===== config.mk =====
export PLATFORM = sky130hd
export DESIGN_NAME = gpu_command_encoder
export DESIGN_NICKNAME = d
export VERILOG_FILES = /design/src/rtl/gpu_command_encoder.sv
export SDC_FILE = /design/constraint.sdc
export NUM_CORES = 1
export LEC_CHECK = 0
export ABC_CLOCK_PERIOD_IN_PS = 6300
export CELL_PAD_IN_SITES_DETAIL_PLACEMENT = 0
export CELL_PAD_IN_SITES_GLOBAL_PLACEMENT = 1
export CORE_ASPECT_RATIO = 1.5
export CORE_MARGIN = 1.5
export CORE_UTILIZATION = 41
export CTS_BUF_LIST = sky130_fd_sc_hd__clkbuf_4
export DETAILED_ROUTE_END_ITERATION = 7
export HOLD_SLACK_MARGIN = 0.08
export PLACE_DENSITY_LB_ADDON = 0.1
export SETUP_SLACK_MARGIN = 0.3
export SYNTH_ARGS = -nofsm -noshare
export SYNTH_HDL_FRONTEND = slang
export SYNTH_SLANG_ARGS = --single-unit

===== constraint.sdc =====
create_clock -name clk -period 6.3 [get_ports clk]
set_clock_uncertainty 0.1 [all_clocks]
set_input_delay 0.945 -clock clk [delete_from_list [all_inputs] [get_ports clk]]
set_output_delay 0.945 -clock clk [all_outputs]
set_load 0.005 [all_outputs]

===== src/rtl/gpu_command_encoder.sv =====
// gpu_command_encoder: serialises one draw request into the GPU
// instruction word sequence (set_xy1, set_xy2/set_radius, draw).
// Ports: clk, rst (async, active-high); req_valid_i/req_ready_o with
//   req_shape_i, x1_i, y1_i, x2_i, y2_i, rad_i, r_i, g_i, b_i;
//   opcode_o/parameters_o/command_o with cmd_ready_i backpressure;
//   busy_o (sequence in progress), err_o (one-cycle reject pulse).
// Optional macro GPU_CIRCLE_EN: builds circle support (RAD state,
//   opcode 0110). Undefined: circle requests are consumed and err_o
//   pulses.
module gpu_command_encoder #(
  parameter int WIDTH_BITS   = 10,
  parameter int HEIGHT_BITS  = 9,
  parameter int CHANNEL_BITS = 8,
  parameter int PARAM_BITS   = 25
) (
  input  logic                    clk,
  input  logic                    rst,
  input  logic                    req_valid_i,
  output logic                    req_ready_o,
  input  logic [1:0]              req_shape_i,
  input  logic [WIDTH_BITS-1:0]   x1_i,
  input  logic [HEIGHT_BITS-1:0]  y1_i,
  input  logic [WIDTH_BITS-1:0]   x2_i,
  input  logic [HEIGHT_BITS-1:0]  y2_i,
  input  logic [WIDTH_BITS-1:0]   rad_i,
  input  logic [CHANNEL_BITS-1:0] r_i,
  input  logic [CHANNEL_BITS-1:0] g_i,
  input  logic [CHANNEL_BITS-1:0] b_i,
  output logic [3:0]              opcode_o,
  output logic [PARAM_BITS-1:0]   parameters_o,
  output logic                    command_o,
  input  logic                    cmd_ready_i,
  output logic                    busy_o,
  output logic                    err_o
);

  localparam int XY_BITS  = WIDTH_BITS + HEIGHT_BITS;
  localparam int COL_BITS = 3 * CHANNEL_BITS;

  localparam logic [3:0] OP_RST  = 4'b0000;
  localparam logic [3:0] OP_XY1  = 4'b0001;
  localparam logic [3:0] OP_XY2  = 4'b0010;
  localparam logic [3:0] OP_LINE = 4'b0100;
  localparam logic [3:0] OP_RECT = 4'b0101;

  localparam logic [1:0] SH_RECT   = 2'd1;
  localparam logic [1:0] SH_CIRCLE = 2'd2;
  localparam logic [1:0] SH_RESET  = 2'd3;

`ifdef GPU_CIRCLE_EN
  localparam logic [3:0] OP_RAD  = 4'b0011;
  localparam logic [3:0] OP_CIRC = 4'b0110;
`endif

  typedef enum logic [2:0] {
    S_IDLE,
    S_XY1,
    S_XY2,
    S_DRAW,
    S_RST
`ifdef GPU_CIRCLE_EN
    , S_RAD
`endif
  } state_t;

  state_t                  state_q;
  logic [3:0]              opcode_q;
  logic [PARAM_BITS-1:0]   params_q;
  logic                    command_q;
  logic                    busy_q;
  logic                    ready_q;
  logic                    err_q;

  logic [1:0]              shape_q;
  logic [WIDTH_BITS-1:0]   x2_q;
  logic [HEIGHT_BITS-1:0]  y2_q;
  logic [CHANNEL_BITS-1:0] r_q;
  logic [CHANNEL_BITS-1:0] g_q;
  logic [CHANNEL_BITS-1:0] b_q;
`ifdef GPU_CIRCLE_EN
  logic [WIDTH_BITS-1:0]   rad_q;
`else
  logic                    unused_rad;
  assign unused_rad = ^rad_i;
`endif

  logic xfer;
  assign xfer = command_q && cmd_ready_i;

  function automatic logic [PARAM_BITS-1:0] pack_xy(
    input logic [WIDTH_BITS-1:0]  x,
    input logic [HEIGHT_BITS-1:0] y
  );
    logic [PARAM_BITS-1:0] p;
    p = '0;
    p[XY_BITS-1:0] = {y, x};
    return p;
  endfunction

  function automatic logic [PARAM_BITS-1:0] pack_col(
    input logic [CHANNEL_BITS-1:0] r,
    input logic [CHANNEL_BITS-1:0] g,
    input logic [CHANNEL_BITS-1:0] b
  );
    logic [PARAM_BITS-1:0] p;
    p = '0;
    p[COL_BITS-1:0] = {r, g, b};
    return p;
  endfunction

`ifdef GPU_CIRCLE_EN
  function automatic logic [PARAM_BITS-1:0] pack_rad(
    input logic [WIDTH_BITS-1:0] rad
  );
    logic [PARAM_BITS-1:0] p;
    p = '0;
    p[WIDTH_BITS-1:0] = rad;
    return p;
  endfunction
`endif

  always_ff @(posedge clk or posedge rst) begin
    if (rst) begin
      state_q   <= S_IDLE;
      opcode_q  <= '0;
      params_q  <= '0;
      command_q <= 1'b0;
      busy_q    <= 1'b0;
      ready_q   <= 1'b1;
      err_q     <= 1'b0;
      shape_q   <= '0;
      x2_q      <= '0;
      y2_q      <= '0;
      r_q       <= '0;
      g_q       <= '0;
      b_q       <= '0;
`ifdef GPU_CIRCLE_EN
      rad_q     <= '0;
`endif
    end else begin
      err_q <= 1'b0;
      unique case (state_q)
        S_IDLE: begin
          if (req_valid_i && ready_q) begin
            shape_q <= req_shape_i;
            x2_q    <= x2_i;
            y2_q    <= y2_i;
            r_q     <= r_i;
            g_q     <= g_i;
            b_q     <= b_i;
`ifdef GPU_CIRCLE_EN
            rad_q   <= rad_i;
`endif
            if (req_shape_i == SH_RESET) begin
              state_q   <= S_RST;
              opcode_q  <= OP_RST;
              params_q  <= '0;
              command_q <= 1'b1;
              busy_q    <= 1'b1;
              ready_q   <= 1'b0;
`ifndef GPU_CIRCLE_EN
            end else if (req_shape_i == SH_CIRCLE) begin
              // Circle not built: consume, flag, stay ready.
              err_q <= 1'b1;
`endif
            end else begin
              state_q   <= S_XY1;
              opcode_q  <= OP_XY1;
              params_q  <= pack_xy(x1_i, y1_i);
              command_q <= 1'b1;
              busy_q    <= 1'b1;
              ready_q   <= 1'b0;
            end
          end
        end
        S_XY1: begin
          if (xfer) begin
            state_q  <= S_XY2;
            opcode_q <= OP_XY2;
            params_q <= pack_xy(x2_q, y2_q);
`ifdef GPU_CIRCLE_EN
            if (shape_q == SH_CIRCLE) begin
              state_q  <= S_RAD;
              opcode_q <= OP_RAD;
              params_q <= pack_rad(rad_q);
            end
`endif
          end
        end
        S_XY2: begin
          if (xfer) begin
            state_q  <= S_DRAW;
            opcode_q <= (shape_q == SH_RECT) ? OP_RECT : OP_LINE;
            params_q <= pack_col(r_q, g_q, b_q);
          end
        end
`ifdef GPU_CIRCLE_EN
        S_RAD: begin
          if (xfer) begin
            state_q  <= S_DRAW;
            opcode_q <= OP_CIRC;
            params_q <= pack_col(r_q, g_q, b_q);
          end
        end
`endif
        default: begin
          // DRAW and RST both end the sequence on their transfer.
          if (xfer || !(state_q inside {S_DRAW, S_RST})) begin
            state_q   <= S_IDLE;
            opcode_q  <= '0;
            params_q  <= '0;
            command_q <= 1'b0;
            busy_q    <= 1'b0;
            ready_q   <= 1'b1;
          end
        end
      endcase
    end
  end

  assign req_ready_o  = ready_q;
  assign opcode_o     = opcode_q;
  assign parameters_o = params_q;
  assign command_o    = command_q;
  assign busy_o       = busy_q;
  assign err_o        = err_q;

endmodule


# Word level (Yosys, flattened, before mapping)
# Index checks and enable logic that the tools add are counted.
dict set report op_classes {
  eq_ne 11
  muxes 36
  bitwise 1
  n_reduce_logical 12
}
# op n
set op_table {}
lappend op_table {{$mux 25} 6}
lappend op_table {{$pmux 25 s3} 1}
lappend op_table {{$mux 4} 6}
lappend op_table {{$mux 3} 6}
lappend op_table {{$mux 1} 13}
lappend op_table {{$pmux 4 s3} 1}
lappend op_table {{$pmux 3 s3} 1}
lappend op_table {{$eq 3x2->1 const B} 2}
lappend op_table {{$ne 2x2->1 const B} 3}
lappend op_table {{$reduce_and 5->1} 1}
lappend op_table {{$eq 2x2->1 const B} 2}
lappend op_table {{$pmux 1 s2} 2}
lappend op_table {{$reduce_and 4->1} 1}
lappend op_table {{$reduce_bool 2->1} 2}
lappend op_table {{$reduce_bool 4->1} 1}
lappend op_table {{$eq 3x1->1 const B} 1}
lappend op_table {{$eq 3x3->1 const B} 1}
lappend op_table {{$logic_not 3->1} 1}
lappend op_table {{$ne 3x3->1 const B} 1}
lappend op_table {{$eq 2x1->1 const B} 1}
lappend op_table {{$logic_and 1x1->1} 2}
lappend op_table {{$reduce_and 2->1} 1}
lappend op_table {{$reduce_or 2->1} 1}
lappend op_table {{$logic_not 1->1} 1}
lappend op_table {{2 further kinds} 2}
dict set report totals {
  regBits 80
  input_bits 78
  elab_cells 72
}

# Depth between registers and ports, before layout
dict set report depth {
  depth_word 6
  depth_mapped 7
  ltp_nobuf 4
}

# Worst setup path before layout
# Ideal clock, no wire load.
dict set report synth_timing {
  path_type {input port to flip-flop}
  start {input port req_valid_i}
  end {register state_q[1]}
  setup_ns 0.128
  arrival_ns 1.982
  required_ns 6.072
  path_slack_ns 4.091
  path_stages 5
  n_path_buf 1
  path_cell_list {nand2_1 -> o31ai_1 -> nand2_1 -> buf_4 -> mux2_1}
}
dict set report synth_via {
  elab_chain_cells 3
}
# element line_no
set synth_rtl {}
lappend synth_rtl {{start: declaration} 18} ;# input logic req_valid_i,
lappend synth_rtl {{$logic_and 1x1->1} 144} ;# if (req_valid_i && ready_q) begin
lappend synth_rtl {{$ne 2x2->1 (no source line)} --}
lappend synth_rtl {{$reduce_and 5->1 (no source line)} --}
lappend synth_rtl {{end signal: assignment} 155} ;# state_q <= S_RST;
lappend synth_rtl {{end signal: assignment} 167} ;# state_q <= S_XY1;
lappend synth_rtl {{end signal: assignment} 178} ;# state_q <= S_XY2;
lappend synth_rtl {{end: declaration} 66} ;# state_t state_q;
# No other way between the ends.
# A chain may end at the register's enable or synchronous reset.

# Worst setup path in the final report
dict set report layout_timing {
  start {input port req_shape_i[1]}
  end {register params_q[1] (netlist: parameters_o[1])}
}
dict set report layout_via {
  elab_chain_cells 4
  elab_cells_between_ends 7
}
# element line_no
set layout_rtl {}
lappend layout_rtl {{start: declaration} 20} ;# input logic [1:0] req_shape_i,
lappend layout_rtl {{$eq 2x2->1} 154} ;# if (req_shape_i == SH_RESET) begin
lappend layout_rtl {{$mux 25} 154}
lappend layout_rtl {{$mux 25} 144}
lappend layout_rtl {{$pmux 25 s3} 142} ;# unique case (state_q)
lappend layout_rtl {{end signal: assignment} 169} ;# params_q <= pack_xy(x1_i, y1_i);
lappend layout_rtl {{end signal: assignment} 180} ;# params_q <= pack_xy(x2_q, y2_q);
lappend layout_rtl {{end signal: assignment} 194} ;# params_q <= pack_col(r_q, g_q, b_q);
lappend layout_rtl {{end: declaration} 68} ;# logic [PARAM_BITS-1:0] params_q;
# Several ways; a longest one is shown, not always the timed one. The select of a mux whose other input is x is not followed.

==> impl_metrics.ini <==
[routing]
drt_pass1_iterations = 4
first_iter_violations = 197
drt_wl_total_mm = 7.81
via_per_inst = 5.31
drc_errors = 0
vias = 2342
ant_nets = 0
wl_per_cell_um = 17.7

[clock_tree]
clk_pin_slew_ns = 0.11
clkSinkCount = 78
cts-hold-fix-buffers = 0
clock_latency_ns = 0.42
ctsHtreeMaxLevel = 3
cts_root_buf = clkbuf_4
cts_tree = built
ctsResizeCount = 0
clockBufferDepth = 2
postCtsSetupRepairBufs = 0
cts_buffers = 9

[grt]
grt_pass1_vias = 2450
antenna_found_initial = 0
grt_max_degree = 79
grtUsageTotal_pct = 19.1
globalRouteOverflowTotal = 0
grt_first_pass_wirelength_mm = 12.8

[setup_path]
critPathMaxFanout = 21
endpoint = parameters_o[1]$_DFFE_PP0P_
start_kind = primary input
worstSetupEndpointType = register
ff2ff_setup_slack_ns = 3.82
cp.buffers_inverters = 1
critical_path.top_delay_family = compound AO/OA/AOI/OAI gates
cpPeakStageDelay_ns = 0.85
worst-endpoint-arrival_ns = 2.89
required_ns = 6.47
critical_path_class = primary input to register
crit_cells = 5
crit_slowest_cell = o21bai_2
timing.rr.start = state_q[1]$_DFFE_PP0P_
rr_endpoint = y2_q[7]$_DFFE_PP0P_
worstPathCellList = clkdlybuf4s50_1 -> nor2b_1 -> nor4_1 -> o21bai_2 -> o2bb2ai_1
ff2ff_path_depth = 4
crit_start = req_shape_i[1]

[die]
num_rows = 40
initial_core_util_pct = 42.3
die_h_um = 115
coreArea_um2 = 8060
ioPinCount = 111
die_x_um = 77.4
die-area_um2 = 8880

[final_layout]
fillers = 703
mostFrequentLayoutCell = clkdlybuf4s50_1
fin_nets = 409
drive_above_1_share_pct = 19.9
num_antenna_cells = 0
area_growth_pct = 32.2
instances_no_fill = 441
layout_common_cells = clkdlybuf4s50_1 (98), dfrtp_1 (77), o2bb2ai_1 (21), mux2_2 (20), mux2_4 (20)

[placement]
hpwl_mm = 4.96
gp_congestion = 0.710
dp.cells = 425
numPortBuffers = 98
dp_slack_ns = 3.12

[power]
swShare_pct = 33.8
switching_power_uw = 706
p_per_area_nw_per_um2 = 463
internal_power_mw = 1.38
clock_power_share_pct = 11.6
peakVddDrop_v = 0.000241
combinationalPowerShare_pct = 45.3
p_leak_nw = 1.89
p_seq_share_pct = 43.1

[sta]
rsz0062_at_grt = false
timing.final.ws_setup_ns = 3.58
timing.slew.headroom_pct = 27.2
report.final.slew_viol_count = 0
setup-violations-final = 0
min_period_ns = 2.72
hold_viol = 0
timing.fmax_mhz = 367
tns_ns = 0
fin_crit_sh_pct = 43.2
worstMarginPinSlew_ns = 1.09

[synth]
syn-cell-area_um2 = 3410
synth_seq_cells = 78
ys_types = 35
syn_area_per_cell_um2 = 14.4
yosysSeqAreaShare_pct = 57.3
yosysWarnings = 0
synth_cells = 237

[worst_hold_path]
hp-class = register to register
whs_path_depth = 2

[run_status]
outcome = finished clean

[flow_run]
max-cap-violations = 0
==> logic make-up (layout without fill, tap and decap cells) <==
kind of cell           after synthesis  count (layout)  synth area share, %
flip-flops                          78              78                 57.3
AO/OA/AOI/OAI                       53              53                 13.4
multiplexers                        53              53                 19.5
buffers and inverters               29             127                 5.87
AND/OR/NAND/NOR                     23              23                 3.74
other                                1               2                0.110
==> Yosys cell counts <==
| library cell | instances | share of area [%] |
|---|---|---|
| a222oi_1 | 19 | 5.6 |
| or3_4 | 1 | 0.33 |
| nor3_1 | 1 | 0.15 |
| mux2_1 | 8 | 2.6 |
| nor2_1 | 3 | 0.33 |
| nor3b_2 | 1 | 0.37 |
| mux2_2 | 20 | 6.6 |
| buf_4 | 7 | 1.5 |
| a311oi_1 | 1 | 0.26 |
| nor2b_1 | 1 | 0.18 |
| mux2_4 | 20 | 8.8 |
| nand2b_1 | 2 | 0.37 |
| o31ai_1 | 1 | 0.22 |
| buf_6 | 2 | 0.66 |
| buf_2 | 5 | 0.73 |
| mux2i_1 | 5 | 1.5 |
| buf_8 | 1 | 0.44 |
| nor4_1 | 1 | 0.18 |
| conb_1 | 1 | 0.11 |
| dfrtp_1 | 77 | 57 |
| o2bb2ai_1 | 21 | 5.4 |
| inv_1 | 8 | 0.88 |
| a21oi_1 | 5 | 0.73 |
| nand2_1 | 10 | 1.1 |
| clkbuf_1 | 4 | 0.44 |
| a21oi_2 | 1 | 0.26 |
| dfstp_2 | 1 | 0.77 |
| a21bo_2 | 1 | 0.29 |
| o21ai_0 | 2 | 0.29 |
| nand3b_1 | 1 | 0.22 |
| buf_12 | 2 | 1.2 |
| nor2_4 | 1 | 0.33 |
| a31oi_1 | 1 | 0.18 |
| and2_1 | 1 | 0.18 |
| o21bai_1 | 1 | 0.22 |
==> layout make-up <==
class                   instances  area (µm²)  share of cell area (%)
multi-input cells             131        1270                    28.2
well taps                     105         131                    2.92
clock inverters                 7        31.3                   0.694
flip-flops and latches         78        1950                    43.4
clock buffers                   9        67.6                    1.50
repair buffers                103        1020                    22.6
inverters                       8        31.3                   0.694
==> power by group through the flow <==
stage | Clock, mW | Sequential [mW] | Combinational, mW
2_1_floorplan | 0 | 0.871 | 0.653
3_3_place_gp | 0 | 0.903 | 0.947
3_5_place_dp | 0 | 0.905 | 0.960
4_1_cts | 0.253 | 0.899 | 0.962
5_1_grt | 0.279 | 0.934 | 1.03
6_report | 0.242 | 0.899 | 0.946
==> state kept, by name, indices dropped and copies added (netlist names) <==
signal,flops
x2_q,10
req_ready_o,1
shape_q,2
y2_q,9
r_q,8
state_q,3
parameters_o,24
busy_o,1
opcode_o,3
b_q,8
err_o,1
g_q,8
==> how the worst min path moves through the flow <==
stage | from | endpoint | slack [ns]
after floorplan | b_q[0]$_DFFE_PP0P_ | b_q[0]$_DFFE_PP0P_ | 0.36
after global placement | req_ready_o$_DFFE_PP1P_ | req_ready_o$_DFFE_PP1P_ | 0.36
after CTS | req_ready_o$_DFFE_PP1P_ | req_ready_o$_DFFE_PP1P_ | 0.38
final | req_ready_o$_DFFE_PP1P_ | req_ready_o$_DFFE_PP1P_ | 0.38
after global routing | req_ready_o$_DFFE_PP1P_ | req_ready_o$_DFFE_PP1P_ | 0.39
after detailed placement | req_ready_o$_DFFE_PP1P_ | req_ready_o$_DFFE_PP1P_ | 0.37
==> per-stage QoR <==
step                hold WS, ns  instance area, µm²  total power, mW  util (%)
finish                    0.377                4500             2.09      55.9
global route              0.391                4500             2.24      55.9
CTS                       0.384                4500             2.11      55.9
detailed placement        0.366                4410             1.87      54.7
global placement          0.360                4410             1.85      54.7
floorplan                 0.357                3410             1.52         -
==> worst register-to-register path: stages (launching register included) <==
cell	delay (ns)
dfrtp_1	0.49
or3_4	0.46
nor2_4	0.33
buf_4	0.57
mux2_2	0.43
==> layer usage <==
layer	routed length, µm	track usage [%]	vias up
met4	121	6.55	0
met3	496	7.33	8
met2	3940	30.3	74
met5	0	0	-
li1	-	-	1080
met1	3250	24.0	1180
No activity file was read; power rests on OpenSTA's default activity.
